`config.mk`:
```
export PLATFORM = sky130hd
export DESIGN_NAME = mult_32_bit_seq
export DESIGN_NICKNAME = d
export VERILOG_FILES = /design/src/rtl/mult_pkg.sv /design/src/rtl/mult_acc_adder.sv /design/src/rtl/mult_32_bit_seq.sv
export SDC_FILE = /design/constraint.sdc
export NUM_CORES = 1
export LEC_CHECK = 0
export BUFFER_PORTS_ARGS = -buffer_cell sky130_fd_sc_hd__buf_2
export CELL_PAD_IN_SITES_DETAIL_PLACEMENT = 1
export CELL_PAD_IN_SITES_GLOBAL_PLACEMENT = 2
export CORE_ASPECT_RATIO = 1.2
export CORE_MARGIN = 4
export CORE_UTILIZATION = 40
export CTS_CLUSTER_DIAMETER = 40
export DETAILED_ROUTE_END_ITERATION = 10
export GPL_ROUTABILITY_DRIVEN = 0
export PLACE_DENSITY = 0.88
export SYNTH_ARGS = -nofsm -noshare
export SYNTH_HDL_FRONTEND = slang
export SYNTH_HIERARCHICAL = 1
export SYNTH_SLANG_ARGS = --single-unit
```
`constraint.sdc`:
```
create_clock -name clk -period 41.4 [get_ports clk]
set_input_delay 8.28 -clock clk [delete_from_list [all_inputs] [get_ports clk]]
set_output_delay 8.28 -clock clk [all_outputs]
set_load 0.005 [all_outputs]
```
`src/rtl/mult_pkg.sv`:
```
// Shared types and constants for the sequential shift-add multiplier.
// The full_adder helper is the per-bit cell of the accumulator ripple chain.
package mult_pkg;

  localparam int MULT_WIDTH = 32;
  localparam int MULT_CNT_W = $clog2(MULT_WIDTH);

  typedef enum logic [1:0] {
    IDLE,
    RUN,
    DONE
  } mult_state_t;

  // Returns {carry_out, sum} for one bit position.
  function automatic logic [1:0] full_adder(input logic a, input logic b, input logic cin);
    logic s;
    logic c;
    s = a ^ b ^ cin;
    c = (a & b) | (cin & (a ^ b));
    return {c, s};
  endfunction

endpackage

```
`src/rtl/mult_acc_adder.sv`:
```
// Combinational ripple-carry adder for the multiplier accumulator (acc + mcand).
// The final carry-out is dropped: the partial product can never exceed 2*WIDTH bits.
module mult_acc_adder
  import mult_pkg::*;
#(
  parameter int WIDTH2 = 2 * MULT_WIDTH
) (
  input  logic [WIDTH2-1:0] a,
  input  logic [WIDTH2-1:0] b,
  output logic [WIDTH2-1:0] sum
);

  logic       carry;
  logic [1:0] fa;

  always_comb begin
    sum   = '0;
    carry = 1'b0;
    fa    = 2'b00;
    for (int i = 0; i < WIDTH2; i++) begin
      fa     = full_adder(a[i], b[i], carry);
      sum[i] = fa[0];
      carry  = fa[1];
    end
  end

endmodule

```
`src/rtl/mult_32_bit_seq.sv`:
```
// Sequential unsigned shift-add multiplier, one multiplier bit per clock, start/busy/done handshake.
// Define MULT_EARLY_EXIT_EN to finish RUN as soon as the remaining multiplier bits are all zero.
module mult_32_bit_seq
  import mult_pkg::*;
#(
  parameter int WIDTH = MULT_WIDTH
) (
  input  logic               clk,
  input  logic               rst_n,
  input  logic               start,
  input  logic [WIDTH-1:0]   i1,
  input  logic [WIDTH-1:0]   i2,
  output logic               busy,
  output logic               done,
  output logic [2*WIDTH-1:0] product
);

  localparam int CNT_W = $clog2(WIDTH);
  localparam logic [CNT_W-1:0] CNT_LAST = CNT_W'(WIDTH - 1);

  mult_state_t        state_q,   state_d;
  logic [2*WIDTH-1:0] mcand_q,   mcand_d;
  logic [WIDTH-1:0]   mplier_q,  mplier_d;
  logic [2*WIDTH-1:0] acc_q,     acc_d;
  logic [CNT_W-1:0]   cnt_q,     cnt_d;
  logic [2*WIDTH-1:0] product_q, product_d;
  logic [2*WIDTH-1:0] acc_sum;
  logic               run_last;

  mult_acc_adder #(
    .WIDTH2(2 * WIDTH)
  ) u_acc_adder (
    .a  (acc_q),
    .b  (mcand_q),
    .sum(acc_sum)
  );

`ifdef MULT_EARLY_EXIT_EN
  // Once the bits still to be shifted in are zero, further cycles add nothing.
  assign run_last = (cnt_q == CNT_LAST) || (mplier_q[WIDTH-1:1] == '0);
`else
  assign run_last = (cnt_q == CNT_LAST);
`endif

  always_comb begin
    state_d   = state_q;
    mcand_d   = mcand_q;
    mplier_d  = mplier_q;
    acc_d     = acc_q;
    cnt_d     = cnt_q;
    product_d = product_q;

    case (state_q)
      IDLE: begin
        if (start) begin
          mcand_d  = {{WIDTH{1'b0}}, i1};
          mplier_d = i2;
          acc_d    = '0;
          cnt_d    = '0;
          state_d  = RUN;
        end
      end
      RUN: begin
        if (mplier_q[0]) begin
          acc_d = acc_sum;
        end
        mcand_d  = mcand_q << 1;
        mplier_d = mplier_q >> 1;
        cnt_d    = cnt_q + 1'b1;
        // Load the product on the way into DONE so it is valid alongside done.
        if (run_last) begin
          product_d = acc_d;
          state_d   = DONE;
        end
      end
      DONE: begin
        state_d = IDLE;
      end
      default: begin
        state_d = IDLE;
      end
    endcase
  end

  always_ff @(posedge clk) begin
    if (!rst_n) begin
      state_q   <= IDLE;
      mcand_q   <= '0;
      mplier_q  <= '0;
      acc_q     <= '0;
      cnt_q     <= '0;
      product_q <= '0;
    end else begin
      state_q   <= state_d;
      mcand_q   <= mcand_d;
      mplier_q  <= mplier_d;
      acc_q     <= acc_d;
      cnt_q     <= cnt_d;
      product_q <= product_d;
    end
  end

  assign busy    = (state_q != IDLE);
  assign done    = (state_q == DONE);
  assign product = product_q;

endmodule
```
Yosys cells after proc, flatten, opt, wreduce, memory -nomap -nowiden
Cells that the tools add are included.
{"block": "op_classes", "add_sub_neg": 1, "n_eq_ne": 5, "muxes": 12, "n_bitwise": 314, "reduce_logical": 6}
{"operator": "$pmux W64 S2", "n": 2}
{"operator": "$mux W64", "n": 3}
{"operator": "$xor A1 B1 Y1", "n": 127}
{"operator": "$and A1 B1 Y1", "n": 125}
{"operator": "$pmux W32 S2", "n": 1}
{"operator": "$or A1 B1 Y1", "n": 62}
{"operator": "$mux W32", "n": 1}
{"operator": "$pmux W5 S2", "n": 1}
{"operator": "$reduce_and A2 Y1", "n": 3}
{"operator": "$add A5 B1 Y5 const B", "n": 1}
{"operator": "$eq A5 B5 Y1 const B", "n": 1}
{"operator": "$mux W5", "n": 1}
{"operator": "$mux W2", "n": 2}
{"operator": "$ne A2 B2 Y1 const B", "n": 2}
{"operator": "$pmux W2 S2", "n": 1}
{"operator": "$reduce_bool A2 Y1", "n": 2}
{"operator": "$eq A2 B1 Y1 const B", "n": 1}
{"operator": "$eq A2 B2 Y1 const B", "n": 1}
{"operator": "$logic_not A2 Y1", "n": 1}
{"block": "totals", "reg_bits": 231, "in_bits": 67, "wordCells": 344}

Depth between registers and ports, before layout
{"block": "logic_depth", "ltp_word": 128, "depth_mapped": 68}

By module
Netlist, hierarchy kept.
{"mod": "mult_32_bit_seq", "n_inst": 1, "cells_per_inst": 927, "area_per_inst_um2": 8986.1}
{"mod": "mult_acc_adder", "n_inst": 1, "cells_per_inst": 69, "area_per_inst_um2": 1296.2}

Worst setup path after synthesis
OpenSTA, ideal clock, no wires.
{"block": "synth_path", "path_type": "register to register", "start": "register acc_q[0]", "end": "register product_q[63], in the netlist product[63]", "arrival_time_ns": 24.502, "t_required_ns": 41.314, "setup_slack_ns": 16.813, "path_stages_with_launch": 69, "n_path_buf": 0, "synth_period_minus_slack_ns": 24.587, "cell_sequence": "dfxtp_1 -> ha_1 -> fa_1 -> fa_1 -> fa_1 -> fa_1 -> fa_1 -> fa_1 -> fa_1 -> fa_1 -> fa_1 -> fa_1 -> fa_1 -> fa_1 -> fa_1 -> fa_1 -> fa_1 -> inv_1 -> (+33 left out) -> fa_1 -> fa_1 -> fa_1 -> fa_1 -> fa_1 -> fa_1 -> fa_1 -> fa_1 -> fa_1 -> fa_1 -> fa_1 -> fa_1 -> fa_1 -> fa_1 -> fa_1 -> xor3_1 -> mux2i_1 -> a211oi_1"}
{"block": "synth_via", "elab_chain_cells": 127}
{"element": "start: declaration", "line": "mult_32_bit_seq.sv:24", "source": "logic [2*WIDTH-1:0] acc_q, acc_d;"}
{"element": "start signal: assignment", "line": "mult_32_bit_seq.sv:90", "source": "acc_q <= '0;"}
{"element": "start signal: assignment", "line": "mult_32_bit_seq.sv:97", "source": "acc_q <= acc_d;"}
{"element": "$and A1 B1 Y1 (2 in a row)", "line": "mult_pkg.sv:19", "source": "c = (a & b) | (cin & (a ^ b));"}
{"element": "$or A1 B1 Y1", "line": "mult_pkg.sv:19"}
{"element": "$and A1 B1 Y1", "line": "mult_pkg.sv:19"}
{"element": "$or A1 B1 Y1", "line": "mult_pkg.sv:19"}
{"element": "$and A1 B1 Y1", "line": "mult_pkg.sv:19"}
{"element": "$or A1 B1 Y1", "line": "mult_pkg.sv:19"}
{"element": "$and A1 B1 Y1", "line": "mult_pkg.sv:19"}
{"element": "$or A1 B1 Y1", "line": "mult_pkg.sv:19"}
{"element": "(+111 left out)"}
{"element": "$or A1 B1 Y1", "line": "mult_pkg.sv:19"}
{"element": "$and A1 B1 Y1", "line": "mult_pkg.sv:19"}
{"element": "$or A1 B1 Y1", "line": "mult_pkg.sv:19"}
{"element": "$and A1 B1 Y1", "line": "mult_pkg.sv:19"}
{"element": "$or A1 B1 Y1", "line": "mult_pkg.sv:19"}
{"element": "$xor A1 B1 Y1", "line": "mult_pkg.sv:18", "source": "s = a ^ b ^ cin;"}
{"element": "named net acc_sum[63]", "line": "mult_32_bit_seq.sv:27", "source": "logic [2*WIDTH-1:0] acc_sum;"}
{"element": "$mux W64", "line": "mult_32_bit_seq.sv:64", "source": "if (mplier_q[0]) begin"}
{"element": "end signal: assignment", "line": "mult_32_bit_seq.sv:99", "source": "product_q <= product_d;"}
{"element": "end: declaration", "line": "mult_32_bit_seq.sv:26", "source": "logic [2*WIDTH-1:0] product_q, product_d;"}
The timed path passes the listed nets, and every way through them passes these cells.
A chain may end at the register's enable or synchronous reset.

Worst setup path after layout
Same ends and word-level chain as after synthesis.

==> run_summary.xml <==
<?xml version="1.0" encoding="UTF-8"?>
<metrics>
  <group name="floorplanning">
    <metric name="placement_rows" unit="">64</metric>
    <metric name="dieHeight" unit="µm">184</metric>
    <metric name="die_width" unit="µm">154</metric>
    <metric name="boundaryPins" unit="">133</metric>
    <metric name="floorplan.die_area" unit="µm²">28300</metric>
    <metric name="placeableCoreArea" unit="µm²">25400</metric>
    <metric name="initial_core_util" unit="%">40.5</metric>
  </group>
  <group name="layout">
    <metric name="final_util" unit="%">47.7</metric>
    <metric name="final_cell_count_no_fill" unit="">1435</metric>
    <metric name="insertedDiodeCount" unit="">0</metric>
    <metric name="nNetsFinal" unit="">1213</metric>
    <metric name="area_growth" unit="%">17.7</metric>
    <metric name="design_area" unit="µm²">12100</metric>
    <metric name="fraction_of_final_layout_cells_sized_beyond_drive_strength_1" unit="%">19.3</metric>
  </group>
  <group name="setup_path">
    <metric name="cp_capture_type" unit="">flip-flop</metric>
    <metric name="critPathLaunchType" unit="">flip-flop</metric>
    <metric name="r2r.worst_path.cells" unit="">68</metric>
    <metric name="critical_path.top_delay_family" unit="">adder cells</metric>
    <metric name="arrival" unit="ns">26.42</metric>
    <metric name="slowest_stage" unit="">fa_1</metric>
    <metric name="timing.setup.critical_path_class" unit="">reg2reg</metric>
    <metric name="buf_inv_on_cp" unit="">2</metric>
    <metric name="timing.critical_path.mode_cell" unit="">fa_1</metric>
    <metric name="rr_startpoint" unit="">acc_q[0]$_SDFFE_PN0P_</metric>
    <metric name="cp_max_fo" unit="">3</metric>
    <metric name="worstReg2RegEnd" unit="">product[63]$_SDFFE_PN0P_</metric>
    <metric name="delay_of_the_slowest_cell_on_the_worst_path" unit="ns">0.42</metric>
    <metric name="worstPathRequired" unit="ns">41.86</metric>
    <metric name="regToRegSetupSlack" unit="ns">15.44</metric>
  </group>
  <group name="clocking">
    <metric name="max-clock-path-buffers" unit="">3</metric>
    <metric name="clkTransAtPathRegs" unit="ns">0.06</metric>
    <metric name="cts_setup_buffers" unit="">0</metric>
    <metric name="holdBufCountCts" unit="">0</metric>
    <metric name="worst_skew_pair_latency" unit="ns">0.55</metric>
    <metric name="cts_tree" unit="">done</metric>
    <metric name="postCtsResizedCells" unit="">0</metric>
    <metric name="tritoncts_sinks" unit="">231</metric>
    <metric name="cts_htree_levels" unit="">1</metric>
    <metric name="cts_inserted_buffers" unit="">30</metric>
    <metric name="cts.root.buffer_cell" unit="">clkbuf_16</metric>
  </group>
  <group name="grt">
    <metric name="grt_usage" unit="%">17.9</metric>
    <metric name="grt_pass1_vias" unit="">8452</metric>
    <metric name="antenna_violations_before_repair" unit="">2</metric>
    <metric name="grt_max_degree" unit="">99</metric>
    <metric name="grt_pass1_wl" unit="mm">42.7</metric>
    <metric name="grt-ovfl-total" unit="">0</metric>
  </group>
  <group name="timing">
    <metric name="worst_slew_pin_slew" unit="ns">0.956</metric>
    <metric name="final_period_minus_worst_setup_slack" unit="ns">25.96</metric>
    <metric name="final.setup_skew" unit="ns">0.0208</metric>
    <metric name="worst_slack" unit="ns">15.44</metric>
    <metric name="final-setup-viol-count" unit="">0</metric>
    <metric name="slew_headroom" unit="%">36.3</metric>
    <metric name="setup-tns-final" unit="ns">0</metric>
    <metric name="rsz_0062_raised_after_global_routing" unit="">false</metric>
    <metric name="maxClockFrequency" unit="GHz">0.0385</metric>
    <metric name="final_min_period_over_clock_period" unit="%">62.7</metric>
    <metric name="slew_violations" unit="">0</metric>
    <metric name="timing.final.hold_violations" unit="">0</metric>
  </group>
  <group name="routing">
    <metric name="via_count" unit="">7942</metric>
    <metric name="detail_route.drc_violations" unit="">0</metric>
    <metric name="drt_pass1_iterations" unit="">5</metric>
    <metric name="avgRoutedWirePerCell" unit="µm">17.9</metric>
    <metric name="first_iter_violations" unit="">363</metric>
    <metric name="route.detailed.vias_per_inst" unit="">5.53</metric>
    <metric name="drt-total-wl" unit="mm">25.7</metric>
    <metric name="drtAntennaViolNets" unit="">0</metric>
  </group>
  <group name="hold_path">
    <metric name="holdCritStartpoint" unit="">mcand_q[0]$_SDFFE_PN0P_</metric>
    <metric name="whs_path_depth" unit="">2</metric>
    <metric name="worstHoldPathType" unit="">reg2reg</metric>
    <metric name="worst_hold_path.endpoint" unit="">mcand_q[0]$_SDFFE_PN0P_</metric>
  </group>
  <group name="power_and_ir_drop">
    <metric name="clock_power_share" unit="%">50.0</metric>
    <metric name="internal_power" unit="W">0.000414</metric>
    <metric name="power.share.sequential" unit="%">43.0</metric>
    <metric name="power_per_cell_area" unit="nW/µm²">45.2</metric>
    <metric name="vdd_ir_drop_max" unit="V">0.0000306</metric>
    <metric name="p_comb_share" unit="%">7.1</metric>
    <metric name="leakage" unit="nW">4.87</metric>
    <metric name="swShare" unit="%">24.4</metric>
    <metric name="net-switching-power" unit="W">0.000133</metric>
  </group>
  <group name="yosys">
    <metric name="syn_avg_cell_area" unit="µm²">10.3</metric>
    <metric name="synth_enable_flop_cells" unit="">0</metric>
    <metric name="synth_async_sr_flop_share" unit="%">0</metric>
    <metric name="post-synth-top-count-cell" unit="">dfxtp_1</metric>
    <metric name="post_synth_main_area_contributors" unit="">dfxtp_1, fa_1, mux2i_1</metric>
    <metric name="post-synth-top-area-fraction" unit="%">45.0</metric>
    <metric name="synth.cell_area" unit="µm²">10300</metric>
    <metric name="postSynthCellCount" unit="">996</metric>
    <metric name="synth_top_flop_cell" unit="">dfxtp_1</metric>
    <metric name="synth.lib_cells_used.distinct" unit="">38</metric>
    <metric name="netlist_top_cells_count" unit="">dfxtp_1, nor2_1, a211oi_1</metric>
    <metric name="synth_fp_nets" unit="">1128</metric>
    <metric name="synth_seq_area_share" unit="%">45.0</metric>
    <metric name="synth_top_cell_by_area" unit="">dfxtp_1</metric>
    <metric name="flip_flop_and_latch_count_after_synthesis" unit="">231</metric>
    <metric name="yosysWarnings" unit="">6</metric>
  </group>
  <group name="run_status">
    <metric name="outcome" unit="">finished, final reports clean</metric>
  </group>
  <group name="place">
    <metric name="placement.setup.worst_slack" unit="ns">15.63</metric>
    <metric name="placedInstanceArea" unit="µm²">11000</metric>
    <metric name="dp.cells" unit="">1379</metric>
    <metric name="port_buffers" unit="">132</metric>
    <metric name="post-dp-hpwl" unit="mm">16.1</metric>
  </group>
  <group name="job">
    <metric name="max-cap-violations" unit="">0</metric>
  </group>
</metrics>
power by group through the flow:
stage	Clock, W	Sequential (W)	Combinational, W
floorplan	0	0.000237	0.0000297
global placement	0	0.000240	0.0000380
detailed placement	0	0.000240	0.0000392
CTS	0.000281	0.000235	0.0000394
global route	0.000291	0.000236	0.0000436
finish	0.000274	0.000235	0.0000386
layer usage:
metal / up-vias / wire [µm] / share of wire, % / track usage (%)
met3: 40 / 1250 / 4.8 / 2.94
li1: 3794 / - / - / -
met4: 4 / 525 / 2.0 / 4.63
met2: 167 / 12700 / 49 / 31.5
met1: 3937 / 11300 / 44 / 22.8
met5: - / 21 / 0.082 / 0
worst reg2reg max path, delay by kind of cell (launching register included):
kind | cells | cell delay, ns
buffers and inverters | 2 | 0.13
flip-flops | 1 | 0.33
XOR/XNOR | 1 | 0.40
adder cells (fa/ha/maj) | 63 | 24.72
multiplexers | 1 | 0.08
AO/OA/AOI/OAI | 1 | 0.25
stage by stage:
stage | hold slack (ns) | total power (W)
floorplan | 0.456 | 0.000267
global placement | 0.475 | 0.000278
detailed placement | 0.489 | 0.000279
CTS | 0.498 | 0.000555
global route | 0.514 | 0.000571
finish | 0.497 | 0.000547
sequential cells by signal, summed over array words and instances, names as in the netlist:
name / flops
product: 64
cnt_q: 5
mcand_q: 64
acc_q: 64
state_q: 2
mplier_q: 32
cell usage in the layout (no fill, tap or decap), drive strengths merged, types with 5 or more instances in the layout:
| master | instances |
|---|---|
| clkinv | 8 |
| nor2 | 159 |
| o2bb2ai | 58 |
| clkinvlp | 5 |
| a211oi | 66 |
| a22o | 64 |
| a21oi | 65 |
| buf | 145 |
| mux2i | 64 |
| dfxtp | 231 |
| o21ai | 63 |
| clkbuf | 33 |
| inv | 13 |
| a22oi | 34 |
| fa | 62 |
| bufinv | 5 |
worst max path at each step:
stage,depth (start not counted),to,from
4_1_cts,68,product[63]$_SDFFE_PN0P_,acc_q[0]$_SDFFE_PN0P_
6_report,68,product[63]$_SDFFE_PN0P_,acc_q[0]$_SDFFE_PN0P_
2_1_floorplan,68,product[63]$_SDFFE_PN0P_,acc_q[0]$_SDFFE_PN0P_
3_3_place_gp,68,product[63]$_SDFFE_PN0P_,acc_q[0]$_SDFFE_PN0P_
5_1_grt,68,product[63]$_SDFFE_PN0P_,acc_q[0]$_SDFFE_PN0P_
3_5_place_dp,68,product[63]$_SDFFE_PN0P_,acc_q[0]$_SDFFE_PN0P_
logic make-up (layout without fill, tap and decap cells):
kind of cell	after synthesis	in the layout	share of synthesized area [%]
compound gates	359	359	24.7
fa+ha+maj	65	65	12.4
mux	65	65	6.34
flops	231	231	45.0
buf+inv	100	209	4.53
xor+xnor	1	1	0.231
simple gates	175	175	6.77
final cells by class:
class                           count  area (µm²)
Fill cell                        2828       13300
Sequential cell                   231        4630
Timing Repair Buffer              145         758
Clock buffer                       33         782
Multi-Input combinational cell    665        5200
Inverter                            8        31.3
Clock inverter                     23         293
Tap cell                          330         413
Note: power is estimated with default switching activity, not from simulation.
